[src/rtl/jtoutrun_ram_arb.sv]
// Round-robin arbiter sharing one work-RAM port between the OutRun main and sub 68000s.
// Each side holds cs until it sees its ok; fields are latched at grant time.
module jtoutrun_ram_arb #(
  parameter int AW = 14,
  parameter int DW = 16
) (
  input  logic          rst,
  input  logic          clk,
  input  logic          main_cs,
  input  logic [AW-1:0] main_addr,
  input  logic          main_we,
  input  logic [1:0]    main_dsn,
  input  logic [DW-1:0] main_din,
  output logic [DW-1:0] main_dout,
  output logic          main_ok,
  input  logic          sub_cs,
  input  logic [AW-1:0] sub_addr,
  input  logic          sub_we,
  input  logic [1:0]    sub_dsn,
  input  logic [DW-1:0] sub_din,
  output logic [DW-1:0] sub_dout,
  output logic          sub_ok,
  output logic          mem_cs,
  output logic [AW-1:0] mem_addr,
  output logic          mem_we,
  output logic [1:0]    mem_dsn,
  output logic [DW-1:0] mem_din,
  input  logic [DW-1:0] mem_dout,
  input  logic          mem_ok
);

  typedef enum logic [1:0] {IDLE, ACCESS, HOLD} state_t;

  localparam logic MAIN = 1'b0;
  localparam logic SUB  = 1'b1;

  state_t        state_reg, state_next;
  logic          gnt_reg, gnt_next;
  logic          last_reg, last_next;
  logic          skip_reg, skip_next;
  logic          mem_cs_next, mem_we_next;
  logic [AW-1:0] mem_addr_next;
  logic [1:0]    mem_dsn_next;
  logic [DW-1:0] mem_din_next;
  logic [DW-1:0] main_dout_next, sub_dout_next;
  logic          main_ok_next, sub_ok_next;
  logic          pick;
  logic          cs_gnt;

  // Sub wins only when main is idle or main was the last one served.
  assign pick   = sub_cs && (!main_cs || last_reg == MAIN);
  assign cs_gnt = (gnt_reg == SUB) ? sub_cs : main_cs;

  always_ff @(posedge clk or posedge rst) begin
    if (rst) begin
      state_reg <= IDLE;
      gnt_reg   <= MAIN;
      last_reg  <= SUB;
      skip_reg  <= 1'b0;
      mem_cs    <= 1'b0;
      mem_addr  <= '0;
      mem_we    <= 1'b0;
      mem_dsn   <= 2'b11;
      mem_din   <= '0;
      main_dout <= '0;
      sub_dout  <= '0;
      main_ok   <= 1'b0;
      sub_ok    <= 1'b0;
    end else begin
      state_reg <= state_next;
      gnt_reg   <= gnt_next;
      last_reg  <= last_next;
      skip_reg  <= skip_next;
      mem_cs    <= mem_cs_next;
      mem_addr  <= mem_addr_next;
      mem_we    <= mem_we_next;
      mem_dsn   <= mem_dsn_next;
      mem_din   <= mem_din_next;
      main_dout <= main_dout_next;
      sub_dout  <= sub_dout_next;
      main_ok   <= main_ok_next;
      sub_ok    <= sub_ok_next;
    end
  end

  always_comb begin
    state_next     = state_reg;
    gnt_next       = gnt_reg;
    last_next      = last_reg;
    skip_next      = skip_reg;
    mem_cs_next    = mem_cs;
    mem_addr_next  = mem_addr;
    mem_we_next    = mem_we;
    mem_dsn_next   = mem_dsn;
    mem_din_next   = mem_din;
    main_dout_next = main_dout;
    sub_dout_next  = sub_dout;
    main_ok_next   = main_ok;
    sub_ok_next    = sub_ok;

    case (state_reg)
      IDLE: begin
        if (main_cs || sub_cs) begin
          gnt_next      = pick;
          mem_addr_next = pick ? sub_addr : main_addr;
          mem_we_next   = pick ? sub_we   : main_we;
          mem_dsn_next  = pick ? sub_dsn  : main_dsn;
          mem_din_next  = pick ? sub_din  : main_din;
          mem_cs_next   = 1'b1;
          skip_next     = 1'b1;
          state_next    = ACCESS;
        end
      end
      ACCESS: begin
        // The slot may still show the previous access's ok on the first cycle.
        skip_next = 1'b0;
        if (!skip_reg && mem_ok) begin
          mem_cs_next = 1'b0;
          last_next   = gnt_reg;
          if (cs_gnt) begin
            if (gnt_reg == SUB) begin
              sub_ok_next = 1'b1;
              if (!mem_we) sub_dout_next = mem_dout;
            end else begin
              main_ok_next = 1'b1;
              if (!mem_we) main_dout_next = mem_dout;
            end
            state_next = HOLD;
          end else begin
            state_next = IDLE;
          end
        end
      end
      HOLD: begin
        if (!cs_gnt) begin
          if (gnt_reg == SUB) sub_ok_next = 1'b0;
          else                main_ok_next = 1'b0;
          state_next = IDLE;
        end
      end
      default: state_next = IDLE;
    endcase
  end

endmodule

[config.mk]
export PLATFORM = sky130hd
export DESIGN_NAME = jtoutrun_ram_arb
export DESIGN_NICKNAME = d
export VERILOG_FILES = /design/src/rtl/jtoutrun_ram_arb.sv
export SDC_FILE = /design/constraint.sdc
export NUM_CORES = 1
export LEC_CHECK = 0
export ABC_CLOCK_PERIOD_IN_PS = 2900
export CORE_MARGIN = 5
export CORE_UTILIZATION = 55
export CTS_CLUSTER_DIAMETER = 60
export DETAILED_ROUTE_END_ITERATION = 8
export DONT_BUFFER_PORTS = 1
export PLACE_DENSITY_LB_ADDON = 0.3
export RECOVER_POWER = 25
export SYNTH_ARGS = -nofsm -noshare
export SYNTH_HDL_FRONTEND = slang
export SYNTH_SLANG_ARGS = --single-unit
[constraint.sdc]
create_clock -name clk -period 2.9 [get_ports clk]
set_input_delay 0.58 -clock clk [delete_from_list [all_inputs] [get_ports clk]]
set_output_delay 0.58 -clock clk [all_outputs]
set_load 0.05 [all_outputs]
# Word level (Yosys, flattened, before mapping)
# Cells that the tools add are included.
# totals
romBits	0
output_inout_bits	68
memories	0
in_bits	87
wordCells	70
latchBits	0
reg_bits	73
mem_bits_rw	0
# classes
bitwise	3
eq_ne	10
div	0
shift	0
add_sub_neg	0
multipliers	0
reduce_logical	18
n_mux	26
order_cmp	0
# op_table
cell	count
$mux W16	1
$ne A2 B2 Y1 const B	8
$mux W1	14
$mux W14	1
$reduce_and A6 Y1	2
$mux W2	5
$reduce_and A5 Y1	2
$pmux W1 S2	4
$pmux W2 S3	1
$reduce_and A2 Y1	3
$reduce_and A3 Y1	2
$reduce_bool A2 Y1	2
$not A1 Y1	3
$eq A2 B1 Y1 const B	1
$eq A2 B2 Y1 const B	1
$logic_and A1 B1 Y1	2
$logic_not A1 Y1	2
$logic_not A2 Y1	1
$logic_or A1 B1 Y1	2

# Depth between registers and ports, before layout
# Gate-level depths: netlist of the first run.
# depth
ltp_word	4
mapped_depth	6

# Worst setup path before layout of the first run
# OpenSTA, ideal clock, no wires.
# synth_timing
kind	input-to-reg
startpoint	input sub_cs
endpoint	register mem_din[10]
setup_time_ps	125
t_arrival_ps	1818
t_required_ps	2775
path_buffers	1
cell_stages	4
setup_slack_ps	957
path_cell_list	a21boi_2 -> clkbuf_1 -> mux2_2 -> mux2_2
# synth_via
elab_chain_cells	2
elab_cells_between_ends	4
cone_classes	mux (1); reduce/logical (3)
# synth_lines
element	line_no	text
from (decl)	16	input logic sub_cs,
$logic_and A1 B1 Y1 / $logic_or A1 B1 Y1 (equally long branches)	51, 103	
$mux W16 / $reduce_and A2 Y1 (equally long branches)	n/a	
to (signal assigned)	78	mem_din <= mem_din_next;
to (decl)	27	output logic [DW-1:0] mem_din,
# Several ways; a longest one is shown, not always the timed one.
# A chain may end at the register's enable or synchronous reset.

# Worst setup path in the final report of the first run
# layout_timing
startpoint	register state_reg[1]
endpoint	register main_dout[15]
# layout_via
elab_chain_cells	2
# layout_lines
element	line_no	text
from (decl)	37	state_t state_reg, state_next;
from (signal assigned)	70	state_reg <= state_next;
$eq A2 B1 Y1	101	case (state_reg)
$reduce_and A5 Y1 (no line)	n/a	
to (signal assigned)	79	main_dout <= main_dout_next;
to (decl)	14	output logic [DW-1:0] main_dout,
# Every way passes these cells.

==> results of run 1 <==
## layout make-up
| type | count | area (sq um) |
|---|---|---|
| repair buffers | 5 | 33.8 |
| clock buffers | 13 | 159 |
| inverters | 2 | 7.51 |
| well taps | 75 | 93.8 |
| multi-input cells | 124 | 1360 |
| clock inverters | 2 | 37.5 |
| fillers | 462 | 2330 |
| flip-flops and latches | 73 | 1830 |
## worst min path at each step
stage / to / cells past startpoint
after floorplan: last_reg / 2
after global placement: last_reg / 2
after detailed placement: last_reg / 2
after CTS: main_dout[1] / 1
after global routing: main_dout[1] / 1
final: main_dout[1] / 1
## routing by layer
metal  track usage, %  vias to the layer above
met5                0                        -
met4             9.21                        0
met3             8.23                       18
met2             31.3                      113
met1             18.3                      851
li1                 -                      759
## cell families (layout without fill, tap and decap cells)
logic type | count (synthesis) | count (layout) | share of synthesized area [%]
AOI/OAI and AO/OA | 9 | 9 | 2.08
buffers and inverters | 12 | 22 | 2.38
DFF | 73 | 73 | 56.3
muxes | 99 | 99 | 35.4
and+or+nand+nor | 16 | 16 | 3.85
## synthesized netlist by cell type
cell       number  area share, %
nand2b_1        1           0.19
a22oi_1         1           0.23
a21boi_2        1           0.35
buf_4           1           0.23
mux2_4         10            4.6
nand4bb_4       1           0.85
nand2_1         4           0.46
nor2_1          2           0.23
o21bai_1        1           0.23
a21o_2          1           0.27
and4bb_2        1           0.38
dfstp_2         3            2.4
nor2b_1         1           0.19
a21oi_1         2           0.31
buf_6           1           0.35
inv_1           2           0.23
nand3b_1        1           0.23
or3_1           1           0.19
a21o_1          1           0.23
buf_12          1           0.62
nor3_2          2           0.62
buf_2           4           0.62
clkbuf_1        3           0.35
o31ai_1         2           0.46
or2b_1          1           0.23
or2b_2          1           0.27
mux2_2         89             31
dfrtp_1        70             54
## stage by stage
step	hold WS, ps	util [%]	worst slack (ps)
4_1_cts	123	60.2	827
2_1_floorplan	446	-	472
5_1_grt	318	60.2	763
3_5_place_dp	483	56.9	834
3_3_place_gp	472	56.9	910
6_report	254	60.2	833
==> impl_metrics.json, run 1 <==
{
  "core_area_sq_um": 5850,
  "wl_met1_mm": 2.22,
  "ys_ff_latch": 73,
  "rrSetupSlack_ps": 830,
  "end_kind": "register",
  "cts_sinks": 73,
  "final_cell_area_sq_um": 3520,
  "drv_cap": 0,
  "gp_congestion": 0.787,
  "grt_max_degree": 33,
  "root_buffer": "clkbuf_8",
  "cp.required_ps": 3110,
  "synthesis.area_sq_um": 3250,
  "cts.repair.resized": 0,
  "grt_use_total_pct": 18.1,
  "rsz0062_at_grt": "no",
  "dr_total_vias": 1741,
  "worst_r2r_startpoint": "state_reg[1]",
  "hold_buffers": 0,
  "ys_warn_count": 0,
  "stdcell_count": 294,
  "antennaDiodeCount": 0,
  "routed_wl_mm": 6.73,
  "start_util_pct": 55.6,
  "final_common_cell": "mux2_2",
  "cp_cell_sequence": "nand4bb_4, or3_1, mux2_4",
  "startpoint_type": "register",
  "crit_family": "simple AND/OR/NAND/NOR gates",
  "biggestRegsByFlops": "main_dout x16, mem_din x16, sub_dout x16",
  "timing.setup.tns_ps": 0,
  "dr.max_layer_used": "met4",
  "grt_pass1_vias": 2012,
  "tightest_slew_ps": 1130,
  "slew_headroom_pct": 24.8,
  "hpwl_mm": 5.33,
  "critPathMaxFanout": 16,
  "via_per_inst": 5.92,
  "wl_met2_mm": 3.47,
  "yosysSeqAreaShare_pct": 56.3,
  "outcome": "completed",
  "fin_crit_sh_pct": 71.3,
  "hold_path_class": "primary input to asynchronous set/reset pin",
  "layout.cells.most_common_list": "mux2_2, dfrtp_1, clkbuf_8",
  "r2r_cells": 3,
  "die_h_um": 86.9,
  "cts_buffer_depth": 2,
  "drt_pass1_iterations": 5,
  "drv_slew": 0,
  "rows": 28,
  "htree_levels": 3,
  "cp-startpoint": "state_reg[1]",
  "grt_pass1_wl_mm": 10.4,
  "dieArea_sq_um": 7550,
  "cts.reportedPaths.clkPinSlew_ps": 70,
  "drive_above_1_share_pct": 57.5,
  "area_growth_syn_to_layout_pct": 8.23,
  "setup_viol": 0,
  "cts_setup_buffers": 0,
  "worstPathArrival_ps": 2280,
  "layout.nets": 302,
  "drc_errors": 0,
  "hold_violations": 0,
  "grt-ovfl-total": 0,
  "drtIter0Drc": 24,
  "wl_met3_um": 858,
  "synth_cell_types": 28,
  "port_buffers": 0,
  "syn_avg_cell_area_sq_um": 15.6,
  "fin_crit_ps": 2070,
  "timing.critical_path.to": "main_dout[15]",
  "path_depth": 3,
  "antenna_found_initial": 0,
  "pin_count": 155,
  "wl_per_cell_um": 22.9,
  "synthCells": 209,
  "worst-path-buf-inv": 0,
  "cpMaxStageDelayCell": "or3_1",
  "syn_nets": 296,
  "timing.rr.end": "main_dout[15]",
  "slowest_delay_ps": 760,
  "placed_cell_area_sq_um": 3330,
  "insertion_delay_ps": 330,
  "cts_tree": "built",
  "fin_skew_ps": 6.21,
  "dp.cells": 279,
  "clock.fmax_ghz": 0.484,
  "critical_path_class": "register to register",
  "cts_buffers": 9,
  "die_width_um": 86.9,
  "ant_nets": 0
}
Power of run 1 is left out: the tool's default activity adds up to more than one toggle a clock period on the data nets, which glitch-free logic cannot reach.
==> inputs of run 2 (changes only) <==
- ABC_CLOCK_PERIOD_IN_PS: 2900 -> 1900
- clock period: 2.9 -> 1.9 ns (I/O delays scaled with it)
==> impl_metrics.json, run 2 (same netlist as run 1, synthesis figures left out) <==
{
  "outcome": "finished, violations left",
  "violations": "max-capacitance violations, max-slew violations",
  "timing.setup.tns_ps": 0,
  "grt_use_total_pct": 18.1,
  "grt_max_degree": 74,
  "grt.busiest_layer": "met2",
  "drive_above_1_share_pct": 58.9,
  "hold_path_class": "primary input to register",
  "cts_setup_buffers": 0,
  "clock.fmax_ghz": 0.585,
  "grt_pass1_vias": 1988,
  "rsz0062_at_grt": "no",
  "dieArea_sq_um": 7550,
  "cts_buffers": 9,
  "drv_slew": 74,
  "final_common_cell": "mux2_2",
  "worst_r2r_startpoint": "state_reg[0]",
  "timing.critical_path.to": "main_dout[3]",
  "core_area_sq_um": 5850,
  "end_kind": "register",
  "die_h_um": 86.9,
  "cts.reportedPaths.clkPinSlew_ps": 70,
  "hold_violations": 0,
  "via_per_inst": 5.93,
  "cp.required_ps": 2110,
  "start_util_pct": 55.6,
  "cp-startpoint": "state_reg[0]",
  "root_buffer": "clkbuf_8",
  "r2r_cells": 4,
  "fin_skew_ps": 5.91,
  "timing.rr.end": "main_dout[3]",
  "biggestRegsByFlops": "main_dout x16, mem_din x16, sub_dout x16",
  "dr_total_vias": 1773,
  "met1_usage_pct": 19.0,
  "port_buffers": 0,
  "fin_crit_sh_pct": 90.0,
  "critical_path_class": "register to register",
  "grt-ovfl-total": 0,
  "area_growth_syn_to_layout_pct": 9.77,
  "cts_buffer_depth": 2,
  "insertion_delay_ps": 330,
  "hold_buffers": 0,
  "critPathMaxFanout": 16,
  "drt_pass1_iterations": 4,
  "layout.nets": 306,
  "setup_viol": 0,
  "rows": 28,
  "antennaDiodeCount": 0,
  "fin_crit_ps": 1710,
  "drv_cap": 1,
  "antenna_found_initial": 0,
  "die_width_um": 86.9,
  "rrSetupSlack_ps": 190,
  "tightest_slew_ps": 1560,
  "ant_nets": 0,
  "grtUsageMet3_pct": 7.85,
  "pin_count": 155,
  "htree_levels": 3,
  "startpoint_type": "register",
  "slew_headroom_pct": -4.20,
  "cts_tree": "built",
  "cts_sinks": 73,
  "gp_congestion": 0.763,
  "layout.cells.most_common_list": "mux2_2, dfrtp_1, mux2_4, clkbuf_8, buf_4",
  "cts.repair.resized": 0,
  "hpwl_mm": 5.15,
  "routed_wl_mm": 6.72,
  "grt_pass1_wl_mm": 10.4,
  "met2_usage_pct": 31.1,
  "drc_errors": 0,
  "drtIter0Drc": 84,
  "worstPathArrival_ps": 1920,
  "wl_per_cell_um": 22.5
}
-- run 2: layer usage --
layer | part of all wire, % | vias to the layer above
met3 | 11 | 13
met5 | 0 | -
met2 | 53 | 103
li1 | - | 774
met1 | 33 | 883
met4 | 2.1 | 0
-- run 2: through the flow --
stage | setup WS [ps] | cells | cell area (sq um) | utilization [%] | hold WS (ps)
floorplan | 156 | 209 | 3260 | - | 446
global placement | 248 | 283 | 3400 | 58.1 | 377
detailed placement | 181 | 283 | 3400 | 58.1 | 389
CTS | 175 | 299 | 3590 | 61.3 | 24.4
global route | 109 | 299 | 3570 | 61.0 | 160
finish | 190 | 299 | 3570 | 61.0 | 196
-- run 2: final cells by class --
class	instances	area [sq um]
clock buffer	13	149
clock inverter	3	40.0
fill	430	2280
inverter	2	8.76
multi-input combinational	124	1360
sequential	73	1830
tap	75	93.8
timing repair buffer	9	90.1
-- run 2: how the worst min path moves through the flow --
stage | start | to | slack (ps) | cells after the start
after detailed placement | rst | sub_dout[0] | 390 | 2
after floorplan | last_reg | last_reg | 450 | 2
after global routing | mem_dout[4] | main_dout[4] | 160 | 1
final | main_cs | main_ok | 200 | 2
after global placement | rst | mem_addr[7] | 380 | 2
after CTS | rst | sub_dout[0] | 20 | 2
-- run 2: worst max-delay path, cell delays in order (launching register included) --
cell,delay [ps]
dfrtp_1,490
nand4bb_4,180
or3_1,380
buf_4,230
mux2_4,320
Power of run 2 is left out for the same reason.
